<file path="config.mk">
export PLATFORM = sky130hd
export DESIGN_NAME = clock_set_ctrl
export DESIGN_NICKNAME = d
export VERILOG_FILES = /design/src/rtl/clock_set_ctrl.sv
export SDC_FILE = /design/constraint.sdc
export NUM_CORES = 1
export LEC_CHECK = 0
export ABC_AREA = 1
export CAP_MARGIN = 20
export CORE_UTILIZATION = 54
export DETAILED_ROUTE_END_ITERATION = 12
export PLACE_DENSITY = 0.73
export SLEW_MARGIN = 20
export SYNTH_ARGS = -nofsm -noshare
export SYNTH_HDL_FRONTEND = slang
export SYNTH_SLANG_ARGS = --single-unit
export TNS_END_PERCENT = 10
</file>
<file path="constraint.sdc">
create_clock -name clk -period 2.55 [get_ports clk]
set_input_delay 0.3825 -clock clk [delete_from_list [all_inputs] [get_ports clk]]
set_output_delay 0.3825 -clock clk [all_outputs]
set_load 0.02 [all_outputs]
</file>
<file path="src/rtl/clock_set_ctrl.sv">
// HH:MM clock with two-button set; 24-hour by default, 12-hour with pm flag when TWELVE_HOUR_EN is defined.
// Digits and blank are registered, one cycle after a tick or press pulse; buttons have no backpressure.

module clock_set_ctrl_deb #(
    parameter int DEB_CYCLES = 1000000
) (
    input  logic clk,
    input  logic rst,
    input  logic raw,
    output logic press
);
    localparam int DW = (DEB_CYCLES > 1) ? $clog2(DEB_CYCLES) : 1;
    localparam logic [DW-1:0] CNT_MAX = DW'(DEB_CYCLES - 1);

    logic          sync_a, sync_b, level, level_q;
    logic [DW-1:0] cnt;

    always_ff @(posedge clk) begin
        if (rst) begin
            sync_a  <= 1'b0;
            sync_b  <= 1'b0;
            level   <= 1'b0;
            level_q <= 1'b0;
            cnt     <= '0;
        end else begin
            sync_a  <= raw;
            sync_b  <= sync_a;
            level_q <= level;
            // any cycle agreeing with the current level restarts the stability window
            if (sync_b != level) begin
                if (cnt == CNT_MAX) begin
                    level <= sync_b;
                    cnt   <= '0;
                end else begin
                    cnt <= cnt + DW'(1);
                end
            end else begin
                cnt <= '0;
            end
        end
    end

    assign press = level & ~level_q;
endmodule

module clock_set_ctrl #(
    parameter int CLK_HZ     = 100000000,
    parameter int DEB_CYCLES = 1000000
) (
    input  logic       clk,
    input  logic       rst,
    input  logic       btn_mode,
    input  logic       btn_inc,
    output logic [3:0] s_hourten,
    output logic [3:0] s_hour,
    output logic [3:0] s_minten,
    output logic [3:0] s_min,
    output logic [3:0] blank,
    output logic [1:0] mode,
    output logic       sec_tick,
    output logic       pm
);
    localparam int PW = (CLK_HZ > 1) ? $clog2(CLK_HZ) : 1;
    localparam logic [PW-1:0] PRESC_MAX = PW'(CLK_HZ - 1);
    localparam logic [PW-1:0] HALF      = PW'(CLK_HZ / 2);

`ifdef TWELVE_HOUR_EN
    localparam logic [3:0] RST_HT = 4'd1;
    localparam logic [3:0] RST_H  = 4'd2;
`else
    localparam logic [3:0] RST_HT = 4'd0;
    localparam logic [3:0] RST_H  = 4'd0;
`endif

    typedef enum logic [1:0] {
        RUN     = 2'd0,
        SET_HR  = 2'd1,
        SET_MIN = 2'd2
    } mode_t;

    mode_t         state;
    logic [PW-1:0] presc;
    logic [5:0]    sec;
    logic          mode_press, inc_press, phase;
    logic [3:0]    hr_nxt_ten, hr_nxt_one, min_nxt_ten, min_nxt_one;
    logic          hr_pm_flip, min_wrap;

    clock_set_ctrl_deb #(.DEB_CYCLES(DEB_CYCLES)) u_deb_mode (
        .clk(clk), .rst(rst), .raw(btn_mode), .press(mode_press)
    );
    clock_set_ctrl_deb #(.DEB_CYCLES(DEB_CYCLES)) u_deb_inc (
        .clk(clk), .rst(rst), .raw(btn_inc), .press(inc_press)
    );

    assign phase = (presc < HALF);
    assign mode  = state;

    always_comb begin
        hr_nxt_ten = s_hourten;
        hr_nxt_one = s_hour + 4'd1;
        hr_pm_flip = 1'b0;
`ifdef TWELVE_HOUR_EN
        if (s_hourten == 4'd1 && s_hour == 4'd2) begin
            hr_nxt_ten = 4'd0;
            hr_nxt_one = 4'd1;
        end else if (s_hourten == 4'd1 && s_hour == 4'd1) begin
            hr_nxt_ten = 4'd1;
            hr_nxt_one = 4'd2;
            hr_pm_flip = 1'b1;
        end else if (s_hour == 4'd9) begin
            hr_nxt_ten = 4'd1;
            hr_nxt_one = 4'd0;
        end
`else
        if (s_hourten == 4'd2 && s_hour == 4'd3) begin
            hr_nxt_ten = 4'd0;
            hr_nxt_one = 4'd0;
        end else if (s_hour == 4'd9) begin
            hr_nxt_ten = s_hourten + 4'd1;
            hr_nxt_one = 4'd0;
        end
`endif
    end

    always_comb begin
        min_nxt_ten = s_minten;
        min_nxt_one = s_min + 4'd1;
        min_wrap    = 1'b0;
        if (s_minten == 4'd5 && s_min == 4'd9) begin
            min_nxt_ten = 4'd0;
            min_nxt_one = 4'd0;
            min_wrap    = 1'b1;
        end else if (s_min == 4'd9) begin
            min_nxt_ten = s_minten + 4'd1;
            min_nxt_one = 4'd0;
        end
    end

    always_ff @(posedge clk) begin
        if (rst) begin
            state     <= RUN;
            presc     <= '0;
            sec_tick  <= 1'b0;
            blank     <= 4'b0000;
            sec       <= 6'd0;
            s_hourten <= RST_HT;
            s_hour    <= RST_H;
            s_minten  <= 4'd0;
            s_min     <= 4'd0;
            pm        <= 1'b0;
        end else begin
            presc    <= (presc == PRESC_MAX) ? '0 : presc + PW'(1);
            sec_tick <= (presc == PRESC_MAX);

            case (state)
                SET_HR:  blank <= {phase, phase, 2'b00};
                SET_MIN: blank <= {2'b00, phase, phase};
                default: blank <= 4'b0000;
            endcase

            if (mode_press) begin
                case (state)
                    RUN:     state <= SET_HR;
                    SET_HR:  state <= SET_MIN;
                    default: begin
                        state <= RUN;
                        sec   <= 6'd0;
                    end
                endcase
            end

            // an inc press coinciding with a mode press is dropped
            case (state)
                RUN: begin
                    if (sec_tick) begin
                        if (sec == 6'd59) begin
                            sec      <= 6'd0;
                            s_minten <= min_nxt_ten;
                            s_min    <= min_nxt_one;
                            if (min_wrap) begin
                                s_hourten <= hr_nxt_ten;
                                s_hour    <= hr_nxt_one;
                                pm        <= pm ^ hr_pm_flip;
                            end
                        end else begin
                            sec <= sec + 6'd1;
                        end
                    end
                end
                SET_HR: begin
                    if (inc_press && !mode_press) begin
                        s_hourten <= hr_nxt_ten;
                        s_hour    <= hr_nxt_one;
                        pm        <= pm ^ hr_pm_flip;
                    end
                end
                SET_MIN: begin
                    if (inc_press && !mode_press) begin
                        s_minten <= min_nxt_ten;
                        s_min    <= min_nxt_one;
                    end
                end
                default: ;
            endcase
        end
    end
endmodule

</file>
* Yosys cells after proc, flatten, opt, wreduce, memory -nomap -nowiden *
Index checks and enable logic that the tools add are counted.

word-level totals
  register bits after elaboration = 104
  output and inout bits = 24
  word-level logic and storage cells = 101

cells by class
  add/sub/neg operators = 8
  $lt $le $gt $ge = 1
  eq/ne operators = 18
  muxes and demuxes = 34
  bitwise gates (word level) = 6
  reductions and logical operators = 15

operators by type and width
  kind                                                           number
  2-to-1 mux 4 bit                                               22
  adder 20 x 1 -> 20 bit (second input constant)                 2
  equality test 20 bit (second input constant)                   2
  one-hot mux 4 bit (2 select lines)                             5
  2-to-1 mux 6 bit                                               5
  adder 27 x 1 -> 27 bit (second input constant)                 1
  equality test 27 bit (second input constant)                   1
  less-than comparator 27 x 26 -> 1 bit (second input constant)  1
  adder 4 x 1 -> 4 bit (second input constant)                   4
  inequality test 2 bit (second input constant)                  5
  equality test 4 x 2 -> 1 bit (second input constant)           2
  equality test 4 bit (second input constant)                    2
  adder 6 x 1 -> 6 bit (second input constant)                   1
  equality test 6 bit (second input constant)                    1
  OR reduction 3 bit                                             2
  AND reduction 5 bit                                            1
  equality test 4 x 3 -> 1 bit (second input constant)           1
  inverter 1 bit                                                 4
  one-hot mux 2 bit (2 select lines)                             1
  AND reduction 2 bit                                            2
  AND reduction 4 bit                                            1
  nonzero test 2 bit                                             2
  OR reduction 2 bit                                             2
  logical AND 1 bit                                              3
  other kinds (7)                                                9

* Longest topological paths before layout *
  depth in word-level cells = 7
  gate-level depth with buffers = 11

* Cells and area by module *
A second synthesis with hierarchy kept.

second synthesis, totals
  cell total of the unflattened synthesis = 780
  area total of the unflattened synthesis = 5398.9 µm²

by module, submodules not included
  module                            times used  cells an instance  area an instance (µm²)  sequential area each (µm²)
  clock_set_ctrl                    1           441                2997.9                  1081.0
  clock_set_ctrl_deb at u_deb_inc   1           164                1203.7                  480.5
  clock_set_ctrl_deb at u_deb_mode  1           175                1197.4                  480.5

* Least setup slack after synthesis *
Ideal clock, no wire load.

  path kind = reg2reg
  start point = register state[1] (netlist: mode[1])
  end point = register s_hourten[2]
  setup time = 0.132 ns
  data arrival time = 1.553 ns
  required time = 2.418 ns
  setup slack = 0.865 ns
  stages on the path, launching flop included = 11
  clock period less this slack = 1.685 ns
  cells stage by stage = dfxtp_1 -> inv_1 -> ha_1 -> buf_6 -> inv_1 -> o21bai_1 -> nand2_1 -> nor2_2 -> nand2_1 -> nand2_1 -> a21oi_1

on the way
  cells in the longest elaborated chain, start to end = 3
  elaborated cells on any way between the ends = 9

ends and longest elaborated chain
  element                                                                       RTL line  RTL
  from (decl)                                                                   81        mode_t state;
  from (signal assigned)                                                        141       state <= RUN;
  from (signal assigned)                                                        163       RUN: state <= SET_HR;
  from (signal assigned)                                                        164       SET_HR: state <= SET_MIN;
  equality test 2 x 1 -> 1 bit or logical NOT 2 bit (tied branches)             173       case (state)
  inequality test 2 bit (no source line) or nonzero test 2 bit (tied branches)  n/a
  AND reduction 5 bit (no source line)                                          n/a
  to (signal assigned)                                                          181       s_hourten <= hr_nxt_ten;
  to (signal assigned)                                                          192       s_hourten <= hr_nxt_ten;
  to (decl)                                                                     54        output logic [3:0] s_hourten,

Several ways; a longest one is shown, not always the timed one.
A chain may end at the register's enable or synchronous reset.

* Final worst setup path *
  start point = register state[1] (netlist: mode[1])
  end point = register sec[3]

on the way
  cells in the longest elaborated chain, start to end = 6
  elaborated cells on any way between the ends = 7

ends and longest elaborated chain
  element                                                            RTL line  RTL
  equality test 2 x 1 -> 1 bit or logical NOT 2 bit (tied branches)  162, 173
  OR reduction 2 bit (no source line)                                n/a
  2-to-1 mux 6 bit                                                   162       case (state)
  2-to-1 mux 6 bit                                                   161       if (mode_press) begin
  2-to-1 mux 6 bit                                                   175       if (sec_tick) begin
  2-to-1 mux 6 bit (*)                                               173
  to (signal assigned)                                               186       sec <= sec + 6'd1;
  to (decl)                                                          83        logic [5:0] sec;

Mark *: on every way between the ends. The rest lies on a longest branch, timed or not.

==> metrics.txt <==
min-delay worst type reg -> reg; Num CTS Buffers 9; M3 GR Usage 0.04831; Overall Power approximately 0.0028 W; most common cell in the netlist nand2_1; dpl cell area 5689 sq um; TritonCTS Sinks approximately 100; average vias per placed instance 5.150; post-synth top area cell dfxtp_1; GR Overflow Total 0; required time of the critical path 2.86 ns; Longest Clk Path Bufs 2; H-tree levels 3; nets 810; Worst Setup Start Kind flop; layout cells sized above 1 0.08145; CP delay by family, top simple AND/OR/NAND/NOR gates; met2 Use GR 0.3919; GRT Util Overall 0.2242; Antenna Cells 0; crit share post-route 0.7242; Post-Synthesis Net Count between 700 and 800; largest net degree at the start of global routing 28; gpl congestion 0.9446; CP cell instances inv_1, ha_1, nand2_1, nor2_1, inv_1, o21ai_0, nand2_1, a21oi_1; Max Clock Skew 0.008321 ns; Post-CTS Resized 0; initial drt markers 146; Hold Vio Cnt, Final 0; minimum clock period 1.847 ns; Post-synth EDFFs 0; max-cap violation count 0; Cells after Synth 765; yosys warns 0; Int Pwr 0.002230 W; Switching Fraction 0.2114; I/O pins 28; die area 10300 sq um; Async SR Flop Fraction 0; Synth top cells by count 151 x nand2_1, 131 x nor2_1, 102 x dfxtp_1; clk_lat worst skew 0.37 ns; synth top area cells dfxtp_1 38%, nand2_1 11%, nor2_1 9.2%; Layout area overhead 10.93%; Most Crowded Layer GR met2; CP Class reg -> reg; clock share of power 0.416; CTS Root Cell clkbuf_8; Slowest-stage cell, CP ha_1; first-pass GRT wire length 18600 microns; r2r setup slk ~0.7 ns; buffers plus inverters on the worst setup path 2; initial antenna violation count 0; sequential power share 0.568; Max Clock Freq 541.5 MHz; max incr delay on CP 0.38 ns; fraction of synthesized cell area taken by the top area cell type 0.3821; Cell variety after synth 39; Synth Register Bits 102; endpoints failing setup 0; Worst Path Arrival 2.16 ns; Leak 2.083 nW; RSZ-0062 raised after global routing false; Primary FF master, synth dfxtp_1; core outline area between 9000 and 10000 sq um; TNS Setup 0 ns; vias in the first global route around 4400; sequential fraction of the synthesis area 0.3821; Psw 0.0005976 W; number of port buffers 26; Post-route DRC 0; Post-CTS Setup Inserts 0; row count 35; dpl hpwl approximately 8000 microns; Worst-path clk slew approximately 0.1 ns; Cell Area, Synth 5344 sq um; WL/cell 11.37 microns; Starting Density 0.5676; fin. max-slew vios 0; First-pass DRT Iterations 5; die width 101.5 microns; detailed-route via count ~4800; CP max FO 8; peak supply drop 0.3180 mV; CTS tree yes; Mean Syn Cell Area 6.985 sq um; Worst setup EP type flop; WHS 0.4101 ns; Post-CTS Hold Fix Bufs 0; fin area 5928 sq um; Final ANT Viol Nets 0; pwr dens 476.9 nW/um^2; GR Layer Usage met1 0.2715; Die H 101.5 microns; Fill cells around 860; outcome complete, no violations; final WL around 11000 microns; combinational group share of total power 0.016
path summary, 6_finish.rpt:
check	from	to	cells after the start
min reg2reg	u_deb_mode.sync_a	u_deb_mode.sync_b	2
max	mode[1]	sec[3]	8
min	u_deb_mode.sync_a	u_deb_mode.sync_b	2
max reg2reg	mode[1]	sec[3]	8
logic make-up (layout without fill, tap and decap cells):
| kind of cell | Yosys count | after routing | share of synthesized area |
|---|---|---|---|
| AND/OR/NAND/NOR | 428 | 428 | 0.3676 |
| AO/OA/AOI/OAI | 77 | 77 | 0.08055 |
| flip-flops | 102 | 102 | 0.3821 |
| other | 1 | 1 | 0.0007017 |
| XOR/XNOR | 30 | 30 | 0.04917 |
| buffers and inverters | 114 | 147 | 0.08944 |
| adder cells (fa/ha/maj) | 13 | 13 | 0.03044 |
power by group through the flow:
stage	clock (W)	sequential (W)	combinational [W]
final	0.00118	0.00161	0.0000454
after global routing	0.00127	0.00161	0.0000522
after global placement	0	0.00164	0.0000452
after CTS	0.00123	0.00161	0.0000462
after detailed placement	0	0.00164	0.0000461
after floorplan	0	0.00164	0.0000363
registers in the layout, indices dropped and copies added, names as in the netlist, 2 cells and up:
name / cells
blank: 2
u_deb_inc.cnt: 20
u_deb_mode.cnt: 20
mode: 2
s_hourten: 4
s_hour: 4
presc: 27
s_min: 4
sec: 6
s_minten: 4
per-layer routing:
layer / up-vias / routed length (microns)
met3: 17 / 471
met4: 0 / 166
met1: 2156 / 4877
met5: - / 0
met2: 99 / 5024
li1: 2502 / -
stage by stage:
step | instances | worst slack, ns | util
2_1_floorplan | 765 | 0.8646 | -
3_3_place_gp | 911 | 0.7435 | 0.6043
3_5_place_dp | 911 | 0.7228 | 0.6043
4_1_cts | 927 | 0.6792 | 0.6296
5_1_grt | 927 | 0.4562 | 0.6296
6_report | 927 | 0.7034 | 0.6296
final cells by class:
cell class                      instances  area, sq um  area share
Inverter                              103        386.6     0.06522
Tap cell                              129        161.4     0.02723
Clock inverter                          5        87.58     0.01477
Multi-Input combinational cell        549         2824      0.4764
Timing Repair Buffer                   28        275.3     0.04643
Clock buffer                           11        151.4     0.02554
Sequential cell                       102         2042      0.3444
cell usage in the layout (no fill, tap or decap), types with 19 or more instances in the layout:
master	instances
dfxtp_1	102
nand3_1	50
clkdlybuf4s50_1	26
xor2_1	23
nand2_1	151
nor2_1	131
nand4_1	24
inv_1	99
a21oi_1	47
o21ai_0	19
nor3_1	24
worst reg2reg max path: cells and delay by family, from the launching register on:
family	cells	cell delay, ns
buffers and inverters	2	0.19
flip-flops	1	0.35
AO/OA/AOI/OAI	2	0.27
adder cells (fa/ha/maj)	1	0.38
AND/OR/NAND/NOR	3	0.59
Power figures use the tool's default switching activity.
